## src/rtl/mem_arbiter_2p_if.sv

```systemverilog
// Bus bundle between the two requesters, the memory block and mem_arbiter_2p.
// master = requester/memory side, slave = arbiter side.
interface mem_arbiter_2p_if #(
  parameter int WORD_SIZE    = 8,
  parameter int ADDRESS_SIZE = 8
) ();
  logic                    req0;
  logic                    we0;
  logic [ADDRESS_SIZE-1:0] addr0;
  logic [WORD_SIZE-1:0]    wdata0;
  logic                    lock0;
  logic                    gnt0;
  logic                    rvalid0;
  logic [WORD_SIZE-1:0]    rdata0;

  logic                    req1;
  logic                    we1;
  logic [ADDRESS_SIZE-1:0] addr1;
  logic [WORD_SIZE-1:0]    wdata1;
  logic                    lock1;
  logic                    gnt1;
  logic                    rvalid1;
  logic [WORD_SIZE-1:0]    rdata1;

  logic [ADDRESS_SIZE-1:0] mem_addr;
  logic [WORD_SIZE-1:0]    mem_w_data;
  logic                    mem_w_en;
  logic [WORD_SIZE-1:0]    mem_r_data;

  modport master (
    output req0, we0, addr0, wdata0, lock0,
    input  gnt0, rvalid0, rdata0,
    output req1, we1, addr1, wdata1, lock1,
    input  gnt1, rvalid1, rdata1,
    input  mem_addr, mem_w_data, mem_w_en,
    output mem_r_data
  );

  modport slave (
    input  req0, we0, addr0, wdata0, lock0,
    output gnt0, rvalid0, rdata0,
    input  req1, we1, addr1, wdata1, lock1,
    output gnt1, rvalid1, rdata1,
    output mem_addr, mem_w_data, mem_w_en,
    input  mem_r_data
  );
endinterface

```

## src/rtl/mem_arbiter_2p.sv

```systemverilog
// Two-requester arbiter for the single-port data memory: round-robin, one access per
// cycle, bounded bus lock. Define ARB_FIXED_PRIO_EN for fixed priority to requester 0.
module mem_arbiter_2p #(
  parameter int WORD_SIZE    = 8,
  parameter int ADDRESS_SIZE = 8,
  parameter int LOCK_MAX     = 16
) (
  input  logic             clk,
  input  logic             rst,
  mem_arbiter_2p_if.slave  bus
);

  localparam int              CW      = $clog2(LOCK_MAX + 1);
  localparam logic [CW-1:0]   CNT_MAX = CW'(LOCK_MAX);

  typedef enum logic [1:0] {
    OWN_NONE  = 2'd0,
    OWN_LOCK0 = 2'd1,
    OWN_LOCK1 = 2'd2
  } owner_t;

  owner_t                  r_owner;
  logic [CW-1:0]           r_lock_cnt;
  logic                    r_rvalid0;
  logic                    r_rvalid1;
  logic [WORD_SIZE-1:0]    r_rdata0;
  logic [WORD_SIZE-1:0]    r_rdata1;

  logic                    w_gnt0;
  logic                    w_gnt1;
  logic                    w_cnt_full;
  logic                    w_tie_to1;
  logic [ADDRESS_SIZE-1:0] w_mem_addr;
  logic [WORD_SIZE-1:0]    w_mem_w_data;
  logic                    w_mem_w_en;

  assign w_cnt_full = (r_lock_cnt == CNT_MAX);

`ifdef ARB_FIXED_PRIO_EN
  // One-shot priority token for requester 1 after a forced release of LOCK0.
  logic r_prio1;

  assign w_tie_to1 = r_prio1;

  always_ff @(posedge clk or posedge rst) begin
    if (rst) begin
      r_prio1 <= 1'b0;
    end else if (w_gnt1) begin
      r_prio1 <= 1'b0;
    end else if (r_owner == OWN_LOCK0 && w_cnt_full) begin
      r_prio1 <= 1'b1;
    end
  end
`else
  logic r_last;

  assign w_tie_to1 = ~r_last;

  always_ff @(posedge clk or posedge rst) begin
    if (rst) begin
      r_last <= 1'b1;
    end else if (w_gnt0) begin
      r_last <= 1'b0;
    end else if (w_gnt1) begin
      r_last <= 1'b1;
    end else if (r_owner == OWN_LOCK0 && w_cnt_full) begin
      r_last <= 1'b0;
    end else if (r_owner == OWN_LOCK1 && w_cnt_full) begin
      r_last <= 1'b1;
    end
  end
`endif

  always_comb begin
    w_gnt0 = 1'b0;
    w_gnt1 = 1'b0;
    case (r_owner)
      OWN_NONE: begin
        if (bus.req0 && bus.req1) begin
          w_gnt1 = w_tie_to1;
          w_gnt0 = ~w_tie_to1;
        end else begin
          w_gnt0 = bus.req0;
          w_gnt1 = bus.req1;
        end
      end
      OWN_LOCK0: w_gnt0 = bus.req0 & ~w_cnt_full;
      OWN_LOCK1: w_gnt1 = bus.req1 & ~w_cnt_full;
      default: ;
    endcase
    if (rst) begin
      w_gnt0 = 1'b0;
      w_gnt1 = 1'b0;
    end
  end

  always_comb begin
    w_mem_addr   = '0;
    w_mem_w_data = '0;
    w_mem_w_en   = 1'b0;
    if (w_gnt0) begin
      w_mem_addr   = bus.addr0;
      w_mem_w_data = bus.wdata0;
      w_mem_w_en   = bus.we0;
    end else if (w_gnt1) begin
      w_mem_addr   = bus.addr1;
      w_mem_w_data = bus.wdata1;
      w_mem_w_en   = bus.we1;
    end
  end

  // Locked idle cycles count toward the limit as well, so the counter is the plain
  // tenure length; it stops at CNT_MAX because that cycle always releases.
  always_ff @(posedge clk or posedge rst) begin
    if (rst) begin
      r_owner    <= OWN_NONE;
      r_lock_cnt <= '0;
      r_rvalid0  <= 1'b0;
      r_rvalid1  <= 1'b0;
      r_rdata0   <= '0;
      r_rdata1   <= '0;
    end else begin
      r_rvalid0 <= w_gnt0 & ~bus.we0;
      r_rvalid1 <= w_gnt1 & ~bus.we1;
      if (w_gnt0 && !bus.we0) r_rdata0 <= bus.mem_r_data;
      if (w_gnt1 && !bus.we1) r_rdata1 <= bus.mem_r_data;

      case (r_owner)
        OWN_NONE: begin
          if (w_gnt0 && bus.lock0) begin
            r_owner    <= OWN_LOCK0;
            r_lock_cnt <= CW'(1);
          end else if (w_gnt1 && bus.lock1) begin
            r_owner    <= OWN_LOCK1;
            r_lock_cnt <= CW'(1);
          end
        end
        OWN_LOCK0: begin
          if (!w_cnt_full && bus.lock0) begin
            r_lock_cnt <= r_lock_cnt + CW'(1);
          end else begin
            r_owner    <= OWN_NONE;
            r_lock_cnt <= '0;
          end
        end
        OWN_LOCK1: begin
          if (!w_cnt_full && bus.lock1) begin
            r_lock_cnt <= r_lock_cnt + CW'(1);
          end else begin
            r_owner    <= OWN_NONE;
            r_lock_cnt <= '0;
          end
        end
        default: begin
          r_owner    <= OWN_NONE;
          r_lock_cnt <= '0;
        end
      endcase
    end
  end

  assign bus.gnt0       = w_gnt0;
  assign bus.gnt1       = w_gnt1;
  assign bus.rvalid0    = r_rvalid0;
  assign bus.rvalid1    = r_rvalid1;
  assign bus.rdata0     = r_rdata0;
  assign bus.rdata1     = r_rdata1;
  assign bus.mem_addr   = w_mem_addr;
  assign bus.mem_w_data = w_mem_w_data;
  assign bus.mem_w_en   = w_mem_w_en;

endmodule
```

## src/flat_wrapper.sv

```systemverilog
// flat-port wrapper written by rule: the top's interface ports become plain ports
module mem_arbiter_2p_flat 
#(
  parameter int WORD_SIZE    = 8,
  parameter int ADDRESS_SIZE = 8,
  parameter int LOCK_MAX     = 16
)
  (clk, rst, bus_req0, bus_we0, bus_addr0, bus_wdata0, bus_lock0, bus_gnt0, bus_rvalid0, bus_rdata0, bus_req1, bus_we1, bus_addr1, bus_wdata1, bus_lock1, bus_gnt1, bus_rvalid1, bus_rdata1, bus_mem_addr, bus_mem_w_data, bus_mem_w_en, bus_mem_r_data);
  mem_arbiter_2p_if #(.WORD_SIZE(WORD_SIZE), .ADDRESS_SIZE(ADDRESS_SIZE)) bus_i ();
  input  logic clk;
  input  logic rst;
  input wire logic [$bits(bus_i.req0)-1:0] bus_req0;
  input wire logic [$bits(bus_i.we0)-1:0] bus_we0;
  input wire logic [$bits(bus_i.addr0)-1:0] bus_addr0;
  input wire logic [$bits(bus_i.wdata0)-1:0] bus_wdata0;
  input wire logic [$bits(bus_i.lock0)-1:0] bus_lock0;
  output wire logic [$bits(bus_i.gnt0)-1:0] bus_gnt0;
  output wire logic [$bits(bus_i.rvalid0)-1:0] bus_rvalid0;
  output wire logic [$bits(bus_i.rdata0)-1:0] bus_rdata0;
  input wire logic [$bits(bus_i.req1)-1:0] bus_req1;
  input wire logic [$bits(bus_i.we1)-1:0] bus_we1;
  input wire logic [$bits(bus_i.addr1)-1:0] bus_addr1;
  input wire logic [$bits(bus_i.wdata1)-1:0] bus_wdata1;
  input wire logic [$bits(bus_i.lock1)-1:0] bus_lock1;
  output wire logic [$bits(bus_i.gnt1)-1:0] bus_gnt1;
  output wire logic [$bits(bus_i.rvalid1)-1:0] bus_rvalid1;
  output wire logic [$bits(bus_i.rdata1)-1:0] bus_rdata1;
  output wire logic [$bits(bus_i.mem_addr)-1:0] bus_mem_addr;
  output wire logic [$bits(bus_i.mem_w_data)-1:0] bus_mem_w_data;
  output wire logic [$bits(bus_i.mem_w_en)-1:0] bus_mem_w_en;
  input wire logic [$bits(bus_i.mem_r_data)-1:0] bus_mem_r_data;
  assign bus_i.req0 = bus_req0;
  assign bus_i.we0 = bus_we0;
  assign bus_i.addr0 = bus_addr0;
  assign bus_i.wdata0 = bus_wdata0;
  assign bus_i.lock0 = bus_lock0;
  assign bus_gnt0 = bus_i.gnt0;
  assign bus_rvalid0 = bus_i.rvalid0;
  assign bus_rdata0 = bus_i.rdata0;
  assign bus_i.req1 = bus_req1;
  assign bus_i.we1 = bus_we1;
  assign bus_i.addr1 = bus_addr1;
  assign bus_i.wdata1 = bus_wdata1;
  assign bus_i.lock1 = bus_lock1;
  assign bus_gnt1 = bus_i.gnt1;
  assign bus_rvalid1 = bus_i.rvalid1;
  assign bus_rdata1 = bus_i.rdata1;
  assign bus_mem_addr = bus_i.mem_addr;
  assign bus_mem_w_data = bus_i.mem_w_data;
  assign bus_mem_w_en = bus_i.mem_w_en;
  assign bus_i.mem_r_data = bus_mem_r_data;
  mem_arbiter_2p #(.WORD_SIZE(WORD_SIZE), .ADDRESS_SIZE(ADDRESS_SIZE), .LOCK_MAX(LOCK_MAX)) u_core (.clk(clk), .rst(rst), .bus(bus_i));
endmodule
```

## config.mk

```make
export PLATFORM = sky130hd
export DESIGN_NAME = mem_arbiter_2p_flat
export DESIGN_NICKNAME = d
export VERILOG_FILES = /design/src/rtl/mem_arbiter_2p_if.sv /design/src/rtl/mem_arbiter_2p.sv /design/src/flat_wrapper.sv
export SDC_FILE = /design/constraint.sdc
export NUM_CORES = 1
export LEC_CHECK = 0
export ABC_CLOCK_PERIOD_IN_PS = 2300
export CORE_MARGIN = 8
export CORE_UTILIZATION = 30
export DETAILED_ROUTE_END_ITERATION = 8
export PLACE_DENSITY_LB_ADDON = 0.25
export SYNTH_ARGS = -nofsm -noshare
export SYNTH_HDL_FRONTEND = slang
export SYNTH_SLANG_ARGS = --single-unit
export TNS_END_PERCENT = 50
```

## constraint.sdc

```tcl
create_clock -name clk -period 2.3 [get_ports clk]
set_clock_uncertainty 0.1 [all_clocks]
set_input_delay 0.46 -clock clk [delete_from_list [all_inputs] [get_ports clk]]
set_output_delay 0.46 -clock clk [all_outputs]
set_load 0.02 [all_outputs]
```

# --- Word level (Yosys, flattened, before mapping) ---
# Cells that the tools add are included.
classes:
  bitwise: 8
  add_sub_neg: 1
  mux: 26
  n_reduce_logical: 15
  eq_ne: 6
ops:
  columns: ["op", "n"]
  rows:
  - ["8-bit 2-to-1 mux", 4]
  - ["5-bit 2-to-1 mux", 4]
  - ["5-bit case mux with 3 select lines", 1]
  - ["1-bit 2-to-1 mux", 10]
  - ["1-bit logical AND", 9]
  - ["2-bit 2-to-1 mux", 4]
  - ["2-bit case mux with 3 select lines", 1]
  - ["5-bit by 1-bit adder with 5-bit output (second input constant)", 1]
  - ["5-bit == test (second input constant)", 1]
  - ["1-bit bitwise AND", 4]
  - ["2-bit inequality test (second input constant)", 2]
  - ["1-bit NOT", 4]
  - ["1-bit case mux with 2 select lines", 2]
  - ["4-bit nonzero test", 1]
  - ["1-bit logical NOT", 3]
  - ["3-bit by 1-bit inequality test with 1-bit output (second input constant)", 1]
  - ["3-bit AND reduction", 1]
  - ["2-bit by 1-bit == test with 1-bit output (second input constant)", 1]
  - ["2-bit == test (second input constant)", 1]
  - ["2-bit logical NOT", 1]
totals:
  reg_bits: 26
  input_bits: 48

# --- Depth between registers and ports, before layout ---
logic_depth:
  ltp_word: 9
  depth_mapped: 8
  mapped_depth_nobuf: 6

# --- Worst setup path before layout ---
# Ideal clock, no wire load.
synth_timing:
  path_kind: "register to output"
  from: "register u_core.r_lock_cnt[0]"
  to: "output bus_mem_addr[6]"
  path_stages_with_launch: 8
  t_arrival_ns: 1.843
  setup_slack_ns: -0.103
  path_cell_list: "dfrtp_1 inv_1 ha_1 nor4bb_4 a2111oi_2 buf_2 buf_4 a22o_1"
synth_lines:
  columns: ["item", "line_no", "text"]
  rows:
  - ["start: declaration", "mem_arbiter_2p.sv:23", "logic [CW-1:0] r_lock_cnt;"]
  - ["start signal: assignment", "mem_arbiter_2p.sv:140", "r_lock_cnt <= r_lock_cnt + CW'(1);"]
  - ["start signal: assignment", "mem_arbiter_2p.sv:148", "r_lock_cnt <= r_lock_cnt + CW'(1);"]
  - ["5-bit == test", "mem_arbiter_2p.sv:37", "assign w_cnt_full = (r_lock_cnt == CNT_MAX);"]
  - ["1-bit NOT", "mem_arbiter_2p.sv:87", "OWN_LOCK0: w_gnt0 = bus.req0 & ~w_cnt_full;"]
  - ["1-bit bitwise AND", "mem_arbiter_2p.sv:87", null]
  - ["1-bit case mux with 2 select lines", "mem_arbiter_2p.sv:77", "case (r_owner)"]
  - ["1-bit 2-to-1 mux", "mem_arbiter_2p.sv:91", "if (rst) begin"]
  - ["via bus_gnt0", "flat_wrapper.sv:17", "output wire logic [$bits(bus_i.gnt0)-1:0] bus_gnt0;"]
  - ["8-bit 2-to-1 mux", "mem_arbiter_2p.sv:101", "if (w_gnt0) begin"]
  - ["end: declaration", "flat_wrapper.sv:28", "output wire logic [$bits(bus_i.mem_addr)-1:0] bus_mem_addr;"]
# The timed path passes the listed nets, and every way through them passes these cells.

# --- Final worst setup path ---
layout_timing:
  from: "register u_core.r_last"
  to: "output bus_mem_w_data[1]"
layout_between:
  elab_chain_len: 6
layout_rtl:
  columns: ["item", "line_no", "text"]
  rows:
  - ["start: declaration", "mem_arbiter_2p.sv:55", "logic r_last;"]
  - ["start signal: assignment", "mem_arbiter_2p.sv:61", "r_last <= 1'b1;"]
  - ["start signal: assignment", "mem_arbiter_2p.sv:63", "r_last <= 1'b0;"]
  - ["start signal: assignment", "mem_arbiter_2p.sv:65", "r_last <= 1'b1;"]
  - ["1-bit NOT", "mem_arbiter_2p.sv:57", "assign w_tie_to1 = ~r_last;"]
  - ["1-bit 2-to-1 mux", "mem_arbiter_2p.sv:79", "if (bus.req0 && bus.req1) begin"]
  - ["1-bit case mux with 2 select lines", "mem_arbiter_2p.sv:77", null]
  - ["1-bit 2-to-1 mux", "mem_arbiter_2p.sv:91", null]
  - ["8-bit 2-to-1 mux", "mem_arbiter_2p.sv:105", "end else if (w_gnt1) begin"]
  - ["8-bit 2-to-1 mux *", "mem_arbiter_2p.sv:101", null]
  - ["end: declaration", "flat_wrapper.sv:29", "output wire logic [$bits(bus_i.mem_w_data)-1:0] bus_mem_w_data;"]
# Mark *: on every way between the ends. The rest lies on a longest branch, timed or not.

==> results.py <==
metrics = {
    "run_status": {
        "status": "finished with violations",
        "violations": "setup timing",
    },
    "clocking": {
        "cts_root_buf": "clkbuf_8",
        "clock_latency_ns": 0.27,
        "clk_path_buf_depth": 2,
        "cts_tree": "built",
        "cts_made_buffers": 3,
        "htree_num_levels": 1,
        "clock-sinks": 26,
        "path_clk_slew_ns": 0.09,
    },
    "pwr": {
        "p_int_mw": 1.25,
        "pwr-share-clk_pct": 21.3,
        "power_frac_comb_pct": 44.6,
        "power_mw": 1.79,
        "net-switching-power_mw": 0.543,
        "leakage_nw": 1.23,
        "seqPwrFrac_pct": 34.2,
        "switching_share_pct": 30.3,
        "irDropWorstVdd_v": 0.000331,
        "powerDensity_nw_per_um2": 655,
    },
    "die": {
        "fp-row-count": 25,
        "die-area_um2": 7410,
        "io_pins": 85,
        "fp.dieH_um": 86.1,
        "fp.dieW_um": 86.1,
        "start_util_pct": 31.2,
        "coreArea_um2": 4720,
    },
    "grt": {
        "grt_max_degree": 27,
        "grt_pass1_vias": 1497,
        "grt_antenna_before_repair": 0,
        "grt_pass1_wl_um": 7700,
        "grt_overflow": 0,
        "grt_usage_pct": 12.7,
        "use_met3_pct": 2.96,
        "grtUsageMet2_pct": 22.5,
        "top_usage_layer": "met2",
        "grt_use_met1_pct": 14.7,
    },
    "setup_path": {
        "cp.required_ns": 1.74,
        "startpoint_type": "flop",
        "path_max_fanout": 5,
        "crit_path_end_kind": "output pin",
        "crit_family": "buffers and inverters",
        "worstSetupPathType": "reg2out",
        "slowest_delay_ns": 0.55,
        "crit_slowest_cell": "dfstp_2",
        "cp.buffers_inverters": 3,
        "crit_chain": "nor3b_1, buf_4, a2111oi_4, bufbuf_16, a22o_1, buf_6",
        "cp.arrival_ns": 2.00,
    },
    "synthesis": {
        "synth_mux_area_share_pct": 14.3,
        "synthXorXnorAreaFrac_pct": 0,
        "async_flop_share_pct": 100,
        "post-synth-top-area-cell": "dfrtp_1",
        "netlist.area_leader.share_pct": 42.4,
        "synthAdderAreaFrac_pct": 1.70,
        "synth_top_family_by_area": "compound AO/OA/AOI/OAI gates",
        "ys_seq_elements": 26,
        "synthTopCellsByArea": "dfrtp_1, a22o_1, mux2_4, mux2_1, nor3b_1",
        "synth-main-ff-cell": "dfrtp_1",
        "synth_compound_area_share_pct": 21.1,
        "seq_area_frac_synth_pct": 44.2,
        "syn-cell-area_um2": 1470,
        "synthDistinctLibCells": 39,
        "synth_edf_count": 0,
        "synthCells": 121,
        "synth_nets": 171,
        "avgSynthCellArea_um2": 12.2,
        "yosysWarningCount": 0,
        "yosys.area_share.simple_pct": 13.4,
    },
    "timing": {
        "rsz0062_at_grt": "yes",
        "finalSetupViolations": 18,
        "finalHoldViolCount": 0,
        "layout_setup_ws_ns": -0.262,
        "tightest_slew_ns": 0.405,
        "slew_headroom_pct": 73.0,
        "tns_ns": -4.04,
        "post-route-min-period_ns": 2.56,
        "fmax_mhz": 390,
        "period_share_pct": 111,
        "hold-worst-slack_ns": 0.247,
        "final_max_slew_viol_count": 0,
    },
    "placement": {
        "post-dp-hpwl_um": 3850,
        "place.gp.congestion": 0.849,
        "io_buffers": 84,
    },
    "route": {
        "drtIter0Drc": 60,
        "drcViolationCount": 0,
        "wire_per_inst_um": 16.5,
        "drt_wl_total_um": 4860,
        "viasPerCell": 4.79,
        "drtAntennaViolNets": 0,
        "vias": 1414,
        "dr.pass1.iters": 4,
    },
    "cells_and_area": {
        "num_antenna_cells": 0,
        "drive_gt1_share_pct": 31.6,
        "fill_cells": 395,
        "fin_util_pct": 58.0,
        "final_common_cell": "clkdlybuf4s50_1",
        "final_nets": 279,
        "final_cell_mix": "clkdlybuf4s50_1, dfrtp_1, buf_4",
        "syn_to_final_growth_pct": 85.9,
    },
    "worst_hold_path": {
        "min_path_type": "in2async",
    },
    "flow_run": {
        "max_cap_violations": 0,
    },
}
-- cell type report --
class                      count  area (um^2)  share of cell area [%]
inverter                       6         22.5                   0.822
sequential                    26          652                    23.8
tap                           67         83.8                    3.06
clock buffer                   3         41.3                    1.51
clock inverter                 1         30.0                    1.10
multi-input combinational     81          786                    28.7
timing repair buffer         111         1120                    41.1
-- worst min-delay path, stage by stage --
cell and delay (ns):
dlymetal6s2s_1 0.16, inv_1 0.08, buf_4 0.33
-- synth_stat cells (2+ instances only) --
library cell and number:
inv_1 6, nand2_1 5, nor2b_1 2, nand2b_1 2, dfrtp_1 25, nand3_1 2
buf_6 2, a22o_1 17, a21o_1 3, mux2_4 8, buf_4 2, nor3b_1 4
a21oi_1 4, or2_2 2, and3b_1 2, mux2_1 8, buf_2 3, ha_1 2
nor2_1 2
-- kinds of logic after synthesis --
| logic type | Yosys count |
|---|---|
| fa+ha+maj | 2 |
| compound gates | 35 |
| flops | 26 |
| mux | 16 |
| simple gates | 28 |
| buf+inv | 14 |
-- power by group through the flow --
| stage | clock, mW | sequential [mW] | combinational (mW) |
|---|---|---|---|
| floorplan | 0 | 0.715 | 0.260 |
| global placement | 0 | 0.615 | 0.757 |
| detailed placement | 0 | 0.621 | 0.779 |
| CTS | 0.396 | 0.614 | 0.817 |
| global route | 0.415 | 0.625 | 0.851 |
| finish | 0.382 | 0.613 | 0.800 |
-- state kept, by name (all words and copies together) (netlist names) --
name	cells
u_core.bus.rdata0	8
u_core.bus.rdata1	8
u_core.bus.rvalid0	1
u_core.bus.rvalid1	1
u_core.r_last	1
u_core.r_lock_cnt	5
u_core.r_owner	2
-- metal layers --
metal / part of all wire (%) / vias to the layer above / routed length [um]
met5: 0 / - / 0
met4: 0.78 / 0 / 38
met3: 7.4 / 4 / 361
met2: 50 / 64 / 2420
met1: 42 / 684 / 2040
li1: - / 662 / -
-- what timing repair did --
item / 4_1_cts / 5_1_grt
hold buffers: 0 / 0
setup buffers: 3 / 0
setup endpoints to repair: 27 / 27
pin swaps: 7 / 8
resized for setup: 118 / 4
cloned: 2 / 0
-- path summary, 6_finish.rpt --
path / slack [ns] / cells after the start / startpoint / to
worst max-delay path: -0.26 / 6 / u_core.r_last / bus_mem_w_data[1]
worst min-delay path: 0.25 / 3 / rst / u_core.bus.rdata0[1]
worst max register to register: 0.04 / 8 / u_core.r_last / u_core.bus.rdata0[4]
worst min register to register: 0.40 / 1 / u_core.bus.rdata0[2] / u_core.bus.rdata0[2]
max in group asynchronous: 1.56 / 3 / rst / u_core.r_last
min in group clk: 0.40 / 1 / u_core.bus.rdata0[2] / u_core.bus.rdata0[2]
-- metrics by stage --
step                      std cells  cell area [um^2]  worst slack, ns
final                           295              2740           -0.262
after global routing            295              2740           -0.364
after CTS                       296              2750           -0.313
after detailed placement        287              2560           -0.749
after global placement          287              2560           -0.685
after floorplan                 121              1480          -0.0738
Note: power is estimated with default switching activity, not from simulation.
